<file path="src/rtl/ecc_csr_pkg.sv">
// rtl/ecc_csr_pkg.sv - shared types, bit indices and field offsets for the ECC CSR bank
package ecc_csr_pkg;

    typedef enum logic [1:0] {
        ST_IDLE = 2'd0,
        ST_RUN  = 2'd1,
        ST_DONE = 2'd2
    } state_t;

    localparam int CTRL_START  = 0;
    localparam int CTRL_CLEAR  = 1;
    localparam int CTRL_IRQ_EN = 2;

    localparam int STAT_BUSY   = 0;
    localparam int STAT_DONE   = 1;
    localparam int STAT_WR_ERR = 2;

    localparam int FIELD_KEY = 0;
    localparam int FIELD_PX  = 1;
    localparam int FIELD_PY  = 2;
    localparam int FIELD_QX  = 3;
    localparam int FIELD_QY  = 4;

    // Word offset of an operand/result field; fields are packed back to back.
    function automatic int field_base(input int field, input int words);
        return field * words;
    endfunction

endpackage

</file>
<file path="src/rtl/ecc_csr_word.sv">
// rtl/ecc_csr_word.sv - one bus-width register with per-byte write enables
module ecc_csr_word
    import ecc_csr_pkg::*;
#(
    parameter int DATA_W = 32
) (
    input  logic                clk,
    input  logic                rst_n,
    input  logic                we,
    input  logic [DATA_W/8-1:0] be,
    input  logic [DATA_W-1:0]   wdata,
    output logic [DATA_W-1:0]   q
);

    // Byte-granular update; bytes whose enable is low keep their value.
    always_ff @(posedge clk or negedge rst_n) begin
        if (!rst_n) begin
            q <= '0;
        end else if (we) begin
            for (int b = 0; b < DATA_W / 8; b++) begin
                if (be[b]) begin
                    q[b*8 +: 8] <= wdata[b*8 +: 8];
                end
            end
        end
    end

endmodule

</file>
<file path="src/rtl/ecc_csr_bank.sv">
// rtl/ecc_csr_bank.sv - ECC point-multiply CSR bank; IRQ enable optional via ECC_CSR_IRQ_EN
module ecc_csr_bank
    import ecc_csr_pkg::*;
#(
    parameter int DATA_W = 32,
    parameter int WORDS  = 8,
    parameter int ADDR_W = 6
) (
    input  logic                    Clk,
    input  logic                    Reset_n,
    input  logic                    AVL_READ,
    input  logic                    AVL_WRITE,
    input  logic [ADDR_W-1:0]       AVL_ADDR,
    input  logic [DATA_W/8-1:0]     AVL_BYTE_EN,
    input  logic [DATA_W-1:0]       AVL_WRITEDATA,
    output logic [DATA_W-1:0]       AVL_READDATA,
    output logic                    AVL_READDATAVALID,
    output logic [WORDS*DATA_W-1:0] KEY,
    output logic [WORDS*DATA_W-1:0] PX,
    output logic [WORDS*DATA_W-1:0] PY,
    output logic                    START,
    input  logic                    DONE_IN,
    input  logic [WORDS*DATA_W-1:0] QX_IN,
    input  logic [WORDS*DATA_W-1:0] QY_IN,
    output logic                    IRQ
);

    localparam int OP_WORDS = 3 * WORDS;
    localparam int KEY_BASE = field_base(FIELD_KEY, WORDS);
    localparam int PX_BASE  = field_base(FIELD_PX, WORDS);
    localparam int PY_BASE  = field_base(FIELD_PY, WORDS);
    localparam int QX_BASE  = field_base(FIELD_QX, WORDS);
    localparam int QY_BASE  = field_base(FIELD_QY, WORDS);
    localparam logic [ADDR_W-1:0] CTRL_ADDR = ADDR_W'((1 << ADDR_W) - 2);
    localparam logic [ADDR_W-1:0] STAT_ADDR = ADDR_W'((1 << ADDR_W) - 1);

    state_t state_q, state_d;
    logic   start_d;
    logic   capture;
    logic   err_set;
    logic   wr_err_q;
    logic   irq_en;
    logic   busy;
    logic   done_flag;
    logic   ctrl_wr;
    logic   stat_wr;
    logic   op_wr;

    logic [DATA_W-1:0]       op_q [OP_WORDS];
    logic [WORDS*DATA_W-1:0] qx_q;
    logic [WORDS*DATA_W-1:0] qy_q;
    logic [DATA_W-1:0]       rd_mux;

    assign ctrl_wr   = AVL_WRITE && (AVL_ADDR == CTRL_ADDR);
    assign stat_wr   = AVL_WRITE && (AVL_ADDR == STAT_ADDR);
    assign op_wr     = AVL_WRITE && (AVL_ADDR < ADDR_W'(OP_WORDS));
    assign busy      = (state_q == ST_RUN);
    assign done_flag = (state_q == ST_DONE);
    assign IRQ       = done_flag & irq_en;

    // Operand storage: the lock drops every operand write while the core is running.
    for (genvar i = 0; i < OP_WORDS; i++) begin : g_op
        logic we;
        assign we = AVL_WRITE && !busy && (AVL_ADDR == ADDR_W'(i));
        ecc_csr_word #(.DATA_W(DATA_W)) u_word (
            .clk   (Clk),
            .rst_n (Reset_n),
            .we    (we),
            .be    (AVL_BYTE_EN),
            .wdata (AVL_WRITEDATA),
            .q     (op_q[i])
        );
    end

    for (genvar i = 0; i < WORDS; i++) begin : g_flat
        assign KEY[i*DATA_W +: DATA_W] = op_q[KEY_BASE + i];
        assign PX[i*DATA_W +: DATA_W]  = op_q[PX_BASE + i];
        assign PY[i*DATA_W +: DATA_W]  = op_q[PY_BASE + i];
    end

    // State register plus the registered start pulse.
    always_ff @(posedge Clk or negedge Reset_n) begin
        if (!Reset_n) begin
            state_q <= ST_IDLE;
            START   <= 1'b0;
        end else begin
            state_q <= state_d;
            START   <= start_d;
        end
    end

    // Next state: DONE_IN wins over a coinciding CTRL write while running; START beats CLEAR.
    always_comb begin
        state_d = state_q;
        start_d = 1'b0;
        capture = 1'b0;
        err_set = 1'b0;
        case (state_q)
            ST_IDLE: begin
                if (ctrl_wr && AVL_WRITEDATA[CTRL_START]) begin
                    start_d = 1'b1;
                    state_d = ST_RUN;
                end
            end
            ST_RUN: begin
                err_set = op_wr || (ctrl_wr && AVL_WRITEDATA[CTRL_START]);
                if (DONE_IN) begin
                    capture = 1'b1;
                    state_d = ST_DONE;
                end
            end
            ST_DONE: begin
                if (ctrl_wr && AVL_WRITEDATA[CTRL_START]) begin
                    start_d = 1'b1;
                    state_d = ST_RUN;
                end else if (ctrl_wr && AVL_WRITEDATA[CTRL_CLEAR]) begin
                    state_d = ST_IDLE;
                end
            end
            default: state_d = ST_IDLE;
        endcase
    end

    // Result capture; only a completion seen while running updates the results.
    always_ff @(posedge Clk or negedge Reset_n) begin
        if (!Reset_n) begin
            qx_q <= '0;
            qy_q <= '0;
        end else if (capture) begin
            qx_q <= QX_IN;
            qy_q <= QY_IN;
        end
    end

    // Sticky write-error flag; write-one-to-clear through STATUS.
    always_ff @(posedge Clk or negedge Reset_n) begin
        if (!Reset_n) begin
            wr_err_q <= 1'b0;
        end else if (stat_wr && AVL_WRITEDATA[STAT_WR_ERR]) begin
            wr_err_q <= 1'b0;
        end else if (err_set) begin
            wr_err_q <= 1'b1;
        end
    end

`ifdef ECC_CSR_IRQ_EN
    logic ctrl_take;
    assign ctrl_take = ctrl_wr && !(busy && DONE_IN);

    // IRQ enable follows every CTRL write that is not swallowed by a completion.
    always_ff @(posedge Clk or negedge Reset_n) begin
        if (!Reset_n) begin
            irq_en <= 1'b0;
        end else if (ctrl_take) begin
            irq_en <= AVL_WRITEDATA[CTRL_IRQ_EN];
        end
    end
`else
    assign irq_en = 1'b0;
`endif

    // Read mux over the current register state; unmapped addresses return zero.
    always_comb begin
        rd_mux = '0;
        for (int i = 0; i < OP_WORDS; i++) begin
            if (AVL_ADDR == ADDR_W'(i)) begin
                rd_mux = op_q[i];
            end
        end
        for (int i = 0; i < WORDS; i++) begin
            if (AVL_ADDR == ADDR_W'(QX_BASE + i)) begin
                rd_mux = qx_q[i*DATA_W +: DATA_W];
            end
            if (AVL_ADDR == ADDR_W'(QY_BASE + i)) begin
                rd_mux = qy_q[i*DATA_W +: DATA_W];
            end
        end
        if (AVL_ADDR == CTRL_ADDR) begin
            rd_mux[CTRL_IRQ_EN] = irq_en;
        end
        if (AVL_ADDR == STAT_ADDR) begin
            rd_mux[STAT_BUSY]   = busy;
            rd_mux[STAT_DONE]   = done_flag;
            rd_mux[STAT_WR_ERR] = wr_err_q;
        end
    end

    // Registered read response; a read paired with a write is dropped.
    always_ff @(posedge Clk or negedge Reset_n) begin
        if (!Reset_n) begin
            AVL_READDATA      <= '0;
            AVL_READDATAVALID <= 1'b0;
        end else if (AVL_READ && !AVL_WRITE) begin
            AVL_READDATA      <= rd_mux;
            AVL_READDATAVALID <= 1'b1;
        end else begin
            AVL_READDATAVALID <= 1'b0;
        end
    end

endmodule

</file>
<file path="config.mk">
export PLATFORM = sky130hd
export DESIGN_NAME = ecc_csr_bank
export DESIGN_NICKNAME = d
export VERILOG_FILES = /design/src/rtl/ecc_csr_pkg.sv /design/src/rtl/ecc_csr_word.sv /design/src/rtl/ecc_csr_bank.sv
export SDC_FILE = /design/constraint.sdc
export NUM_CORES = 2
export LEC_CHECK = 0
export BUFFER_PORTS_ARGS = -buffer_cell sky130_fd_sc_hd__clkbuf_2
export CORE_AREA = 5 5 534 536
export DETAILED_ROUTE_END_ITERATION = 10
export DIE_AREA = 0 0 539 541
export SLEW_MARGIN = 20
export SYNTH_ARGS = -nofsm -noshare
export SYNTH_HDL_FRONTEND = slang
export SYNTH_SLANG_ARGS = --single-unit
export TNS_END_PERCENT = 50
</file>
<file path="constraint.sdc">
create_clock -name Clk -period 2.38 [get_ports Clk]
set_input_delay 0 -clock Clk [delete_from_list [all_inputs] [get_ports Clk]]
set_output_delay 0 -clock Clk [all_outputs]
set_load 0.05 [all_outputs]
</file>
Word level (Yosys, flattened, before mapping) --
Cells that the tools add are included.
Operators by class: $lt $le $gt $ge 1, shift operators 0, eq/ne operators 46, reduce and logical (&&, ||, !) cells 136, div/mod/pow operators 0, bitwise logic cells 0, multipliers 0, add/subtract/negate cells 0, muxes and demuxes 55
Operators with widths (number):
- 2-to-1 mux 32 bit | 40
- AND reduction 2 bit | 96
- == test 6 x 5 -> 1 bit, second input constant | 16
- == test 6 bit, second input constant | 10
- == test 6 x 4 -> 1 bit, second input constant | 8
- logical AND 1 bit | 32
- == test 6 x 3 -> 1 bit, second input constant | 4
- == test 6 x 2 -> 1 bit, second input constant | 2
- 2-to-1 mux 1 bit | 9
- 2-to-1 mux 2 bit | 4
- == test 6 x 1 -> 1 bit, second input constant | 1
- logical NOT 6 bit | 1
- < comparator 6 x 5 -> 1 bit, second input constant | 1
- one-hot mux 2 bit (3 select lines) | 1
- inequality test 2 bit, second input constant | 2
- 2-to-1 mux 3 bit | 1
- inequality test 3 x 1 -> 1 bit, second input constant | 1
- AND reduction 3 bit | 1
- == test 2 x 1 -> 1 bit, second input constant | 1
- == test 2 bit, second input constant | 1
- logical NOT 1 bit | 2
- logical NOT 2 bit | 1
- nonzero test 2 bit | 1
- OR reduction 2 bit | 1
- logical OR 1 bit | 1
Storage, ports and cells: bits of input ports 559, memories 0, register bits 1317, memory bits (writable) 0, word-level logic and storage cells 341, output and inout bits 803, bits in latches 0, bits in read-only memories 0

Depth between registers and ports, before layout --
depth in word-level cells 43, gate-level depth with buffers 12, mapped depth without buffers 7

Cells and area by module --
From an unflattened synthesis, not the netlist that was laid out.
Second synthesis, totals: cells, all modules 4613, area, all modules 59905.0 um^2
Modules (own cells, without submodules):
- ecc_csr_bank | cells an instance 2981, area each 31437.7 um^2, instances 1
- ecc_csr_word | cells an instance 68, area each 1186.1 um^2, instances 24

Least setup slack after synthesis --
No wires, ideal clock.
path kind register to register, start point reg g_op[14].u_word.q[19], end point reg AVL_READDATA[19], required time 2.256 ns, setup time 0.124 ns, clock period less this slack 2.241 ns, buffers on the path 0, setup slack 0.139 ns, cell stages (with the launch flop) 8, data arrival time 2.117 ns, path through dfrtp_1 -> mux2_2 -> o221ai_1 -> nand3_1 -> or4_1 -> a221o_1 -> o21ai_1 -> a21oi_1
Between the ends: cells in the longest elaborated chain, start to end 26
RTL lines:
- from (decl) | line ecc_csr_word.sv:12 | output logic [DATA_W-1:0] q
- from (signal, indexed assignment) | line ecc_csr_word.sv:22 | q[b*8 +: 8] <= wdata[b*8 +: 8];
- 2-to-1 mux 32 bit (10 in a row) | line ecc_csr_bank.sv:166 | if (AVL_ADDR == ADDR_W'(i)) begin
- 2-to-1 mux 32 bit | line ecc_csr_bank.sv:171 | if (AVL_ADDR == ADDR_W'(QX_BASE + i)) begin
- 2-to-1 mux 32 bit | line ecc_csr_bank.sv:174 | if (AVL_ADDR == ADDR_W'(QY_BASE + i)) begin
- 2-to-1 mux 32 bit | line ecc_csr_bank.sv:171
- 2-to-1 mux 32 bit | line ecc_csr_bank.sv:174
- 2-to-1 mux 32 bit | line ecc_csr_bank.sv:171
- 2-to-1 mux 32 bit | line ecc_csr_bank.sv:174
- 2-to-1 mux 32 bit | line ecc_csr_bank.sv:171
- 2-to-1 mux 32 bit | line ecc_csr_bank.sv:174
- 2-to-1 mux 32 bit | line ecc_csr_bank.sv:171
- 2-to-1 mux 32 bit | line ecc_csr_bank.sv:174
- 2-to-1 mux 32 bit | line ecc_csr_bank.sv:171
- 2-to-1 mux 32 bit | line ecc_csr_bank.sv:174
- 2-to-1 mux 32 bit | line ecc_csr_bank.sv:171
- 2-to-1 mux 32 bit | line ecc_csr_bank.sv:174
- 2-to-1 mux 32 bit | line ecc_csr_bank.sv:171
- 2-to-1 mux 32 bit | line ecc_csr_bank.sv:174
- to (signal assigned) | line ecc_csr_bank.sv:194 | AVL_READDATA <= rd_mux;
- to (decl) | line ecc_csr_bank.sv:16 | output logic [DATA_W-1:0] AVL_READDATA,
Every way passes these cells. A chain may end at the register's enable or synchronous reset.

Final worst setup path --
start point reg g_op[3].u_word.q[7], end point reg AVL_READDATA[7]
Between the ends: cells in the longest elaborated chain, start to end 37
RTL lines (line):
- from (decl) | ecc_csr_word.sv:12
- from (signal, indexed assignment) | ecc_csr_word.sv:22
- 2-to-1 mux 32 bit (21 in a row) | ecc_csr_bank.sv:166
- 2-to-1 mux 32 bit | ecc_csr_bank.sv:171
- 2-to-1 mux 32 bit | ecc_csr_bank.sv:174
- 2-to-1 mux 32 bit | ecc_csr_bank.sv:171
- 2-to-1 mux 32 bit | ecc_csr_bank.sv:174
- 2-to-1 mux 32 bit | ecc_csr_bank.sv:171
- 2-to-1 mux 32 bit | ecc_csr_bank.sv:174
- 2-to-1 mux 32 bit | ecc_csr_bank.sv:171
- 2-to-1 mux 32 bit | ecc_csr_bank.sv:174
- 2-to-1 mux 32 bit | ecc_csr_bank.sv:171
- 2-to-1 mux 32 bit | ecc_csr_bank.sv:174
- 2-to-1 mux 32 bit | ecc_csr_bank.sv:171
- 2-to-1 mux 32 bit | ecc_csr_bank.sv:174
- 2-to-1 mux 32 bit | ecc_csr_bank.sv:171
- 2-to-1 mux 32 bit | ecc_csr_bank.sv:174
- 2-to-1 mux 32 bit | ecc_csr_bank.sv:171
- 2-to-1 mux 32 bit | ecc_csr_bank.sv:174
Every way passes these cells.

==> impl_results.rst <==
.. list-table::
   :header-rows: 1

   * - Metric
     - Value
   * - Horizontal extent of the die
     - 539 um
   * - Max-slew violations
     - 0
   * - Cell-internal power
     - 0.0446 W
   * - Final GP Congestion
     - 1.04
   * - Area fraction in compound gates after synthesis
     - 10.6%
   * - Net switching power
     - 0.0225 W
   * - Largest net degree at the start of global routing
     - 91
   * - Flops & latches, synth
     - 1317
   * - Final Hold Vio Count
     - 0
   * - Fraction of final layout cells sized beyond drive strength 1
     - 51.8%
   * - Worst R2R Start
     - g_op[3].u_word.q[7]
   * - Net count, final
     - 8460
   * - Sequential cell area
     - 33000 um^2
   * - Crit start category
     - flip-flop
   * - Placed cell count
     - 10461
   * - Placeable core area
     - 280000 um^2
   * - Number of antenna violations at the first check in global routing
     - 151
   * - Count of yosys warnings during synthesis
     - 0
   * - Placement-stage cell area
     - 79600 um^2
   * - Final std cells w/o fill
     - 11829
   * - Global-route usage over all layers
     - 30.8%
   * - Required time of the critical path
     - 3.11 ns
   * - Clock tree from TritonCTS
     - built
   * - FF-to-FF path depth
     - 8
   * - Mean cell area of the mapped netlist
     - 12.9 um^2
   * - Dominant combinational cell family by area after synthesis
     - multiplexers
   * - H-tree level count
     - 4
   * - Worst slew margin relative to its limit
     - 28.8%
   * - Combinational share of power
     - 20.9%
   * - Total of endpoints with negative setup slack in the final report
     - 3
   * - Number of unique standard cell types used by synthesis
     - 97
   * - Simple-gate share of the synthesized area
     - 6.60%
   * - Commonest cells in the synthesized netlist
     - 1317 x dfrtp_1, 1280 x mux2_2, 239 x nor2_1
   * - Launch point of the worst hold path
     - QX_IN[53]
   * - Maximum operating frequency
     - 413 MHz
   * - Detailed-placement wirelength estimate
     - 387 mm
   * - Filler Cell Count
     - 28033
   * - Count of cells along the worst hold path
     - 3
   * - Number of ports placed on the die boundary
     - 1362
   * - Async SR Flop Fraction
     - 100%
   * - Top post-synthesis cells by area
     - dfrtp_1 56%, mux2_2 24%, a22oi_1 1.9%
   * - PwrDens
     - 700 nW/um^2
   * - Maximum VDD drop
     - 0.504 mV
   * - Outcome
     - finished, violations left
   * - Global-route wire length before repair
     - 607 mm
   * - Setup total negative slack
     - -0.0575 ns
   * - Most instantiated library cell after synthesis
     - dfrtp_1
   * - Die Y-Extent
     - 541 um
   * - Data arrival time at the worst-slack endpoint
     - 3.15 ns
   * - Slew @ Worst Pin
     - 1.06 ns
   * - Utilization after layout
     - 34.2%
   * - R2R Setup Slk
     - -0.04 ns
   * - Clock Power Share
     - 40.6%
   * - Period utilization
     - 102%
   * - TritonCTS sink count
     - 1317
   * - Buffer type at the clock tree root
     - clkbuf_16
   * - Violated checks
     - setup timing
   * - Relative contribution of sequential cells to total power
     - 38.5%
   * - WHS Endpoint
     - qx_q[53]
   * - Via density
     - 5.07
   * - Growth of design area from synthesis to finish
     - 61.6%
   * - Library cell with the largest summed area after synthesis
     - dfrtp_1
   * - TritonCTS buffer count
     - 169
   * - Clk slew on worst S/H paths
     - 0.06 ns
   * - Aggregate routed wire length
     - 467 mm
   * - Port bufs
     - 1360
   * - Switching share of power
     - 33.5%
   * - Detail Route Antenna Nets
     - 0
   * - Effective utilization at floorplan
     - 21.2%
   * - DR WL/cell
     - 39.5 um
   * - Endpoint of the worst register-to-register path
     - AVL_READDATA[7]
   * - Clock latency on the worst-skew pair
     - 0.88 ns
   * - Crit Path Category
     - flip-flop to flip-flop
   * - Area of the multi-input gates
     - 25400 um^2
   * - Post-route design area
     - 95900 um^2
   * - Beginning of the critical path
     - g_op[3].u_word.q[7]
   * - Adder and majority gate portion of the synthesized area
     - 0%
   * - Layout Skew
     - 0.0771 ns
   * - Clock Path Buffers
     - 4
   * - Die Outline Area
     - 292000 um^2
   * - Post-synth EDFFs
     - 0
   * - Setup repair after global routing missed its margin
     - yes
   * - Post-route setup slack
     - -0.0396 ns
   * - Top fanout value on the critical path
     - 2
   * - Initial DRC count
     - 6023
   * - Global route overflow
     - 0
   * - Portion of synthesized cell area occupied by the leading cell type
     - 55.6%
   * - Number of nets produced by synthesis
     - 5161
   * - Multiplexer fraction of the synthesized cell area
     - 24.9%
   * - Leakage component of the power
     - 47.6 nW
   * - Worst min-delay path class
     - input pin to flip-flop
   * - Count of TritonRoute iterations in the first routing pass
     - 6
   * - Number of global-route vias before repair
     - 60891
   * - Vias after detailed routing
     - 59973
   * - Post-synthesis share of cell area spent on xor and xnor gates
     - 0%
   * - Sequential area share after synthesis
     - 55.6%
   * - Most instantiated flip-flop cell in the synthesis netlist
     - dfrtp_1
   * - Post-route DRC
     - 0
   * - Fin crit period
     - 2.42 ns
   * - Max-capacitance violation count
     - 0
   * - Placement Rows
     - 195
   * - Area of the mapped netlist
     - 59300 um^2
   * - Synthesized instance count
     - 4602
   * - Type of destination of the critical path
     - flip-flop
-- registers in the layout, indices dropped and copies added, names as in the netlist --
register           count
wr_err_q               1
qx_q                 256
state_q                2
g_op.u_word.q        768
START                  1
qy_q                 256
AVL_READDATA          32
AVL_READDATAVALID      1
-- cell usage in the layout, fill, tap and decap left out, types with 21 or more instances in the layout --
master         instances
clkbuf_16            173
o211ai_1              25
clkbuf_1              29
a222oi_1              21
or3_1                 27
dlygate4sd3_1        999
dfrtp_1             1314
buf_12               160
nor2_2                71
a221oi_1              38
o22ai_1              159
buf_4                917
clkbuf_8              31
a22oi_1              150
diode_2               56
clkbuf_2            1357
nand3_1               46
nand2_1              133
a21oi_1              128
o221ai_1              23
a31oi_1               21
nor3_1                63
mux2i_1               25
mux2_2              1280
nor2_1               217
o21ai_0              118
clkinv_2              30
-- critical path, cell delays in order, from the launching register on --
cell       delay (ns)
dfrtp_1          0.42
and3_1           0.16
a221o_1          0.30
o31ai_4          0.40
buf_4            0.20
nand4b_1         0.20
a2111oi_2        0.34
buf_4            0.22
o22ai_1          0.08
-- power by group through the flow --
stage	logic (W)	clock network [W]	registers, W
global route	0.0145	0.0283	0.0259
CTS	0.0140	0.0275	0.0257
finish	0.0140	0.0272	0.0258
detailed placement	0.0125	0	0.0261
floorplan	0.00229	0	0.0292
global placement	0.0124	0	0.0261
-- worst max path at each step --
| stage | to | slack [ns] | cells after the start |
|---|---|---|---|
| after global placement | AVL_READDATA[19] | -2.11 | 12 |
| after CTS | AVL_READDATA[7] | -0.12 | 8 |
| after detailed placement | AVL_READDATA[29] | -1.43 | 11 |
| final | AVL_READDATA[7] | -0.04 | 8 |
| after floorplan | AVL_READDATA[19] | 0.14 | 7 |
| after global routing | AVL_READDATA[7] | -0.12 | 8 |
-- cells by family (layout without fill, tap and decap cells) --
kind of cell / after synthesis / count (layout)
simple gates: 750 / 750
buf+inv: 318 / 3746
mux: 1309 / 1309
other cells: 1 / 57
compound gates: 907 / 907
flops: 1317 / 1317
-- what timing repair did --
action | CTS | global route
pin swaps | 7 | 3
endpoints found under the setup margin | 63 | 77
buffers inserted | 1 | 11
hold buffers | 1000 | 0
gates resized for setup | 37 | 22
hold endpoints to repair | 2032 | 0
cloned | 0 | 1
-- routing by layer --
layer  vias to the layer above  GRT usage (%)  part of all wire (%)
met3                       845           14.0                    12
met4                       120           14.5                   5.8
met1                     31354           39.9                    41
met2                      3572           43.3                    40
met5                         -              0                  0.16
li1                      24082              -                     -
-- through the flow --
stage          setup slack (ns)  total power [W]  hold slack [ns]
2_1_floorplan             0.139           0.0315           -0.296
3_3_place_gp              -2.11           0.0385          -0.0645
3_5_place_dp              -1.43           0.0386          -0.0599
4_1_cts                  -0.125           0.0672         0.000335
5_1_grt                  -0.118           0.0687           0.0148
6_report                -0.0396           0.0671           0.0240
-- layout make-up --
| class | instances | area share [%] |
|---|---|---|
| flip-flops and latches | 1317 | 34.4 |
| repair buffers | 3436 | 28.1 |
| multi-input cells | 2967 | 26.5 |
| clock buffers | 232 | 5.05 |
| well taps | 3743 | 4.88 |
| clock inverters | 68 | 0.938 |
| diodes | 56 | 0.146 |
| inverters | 10 | 0.0391 |
Power figures use the tool's default switching activity.
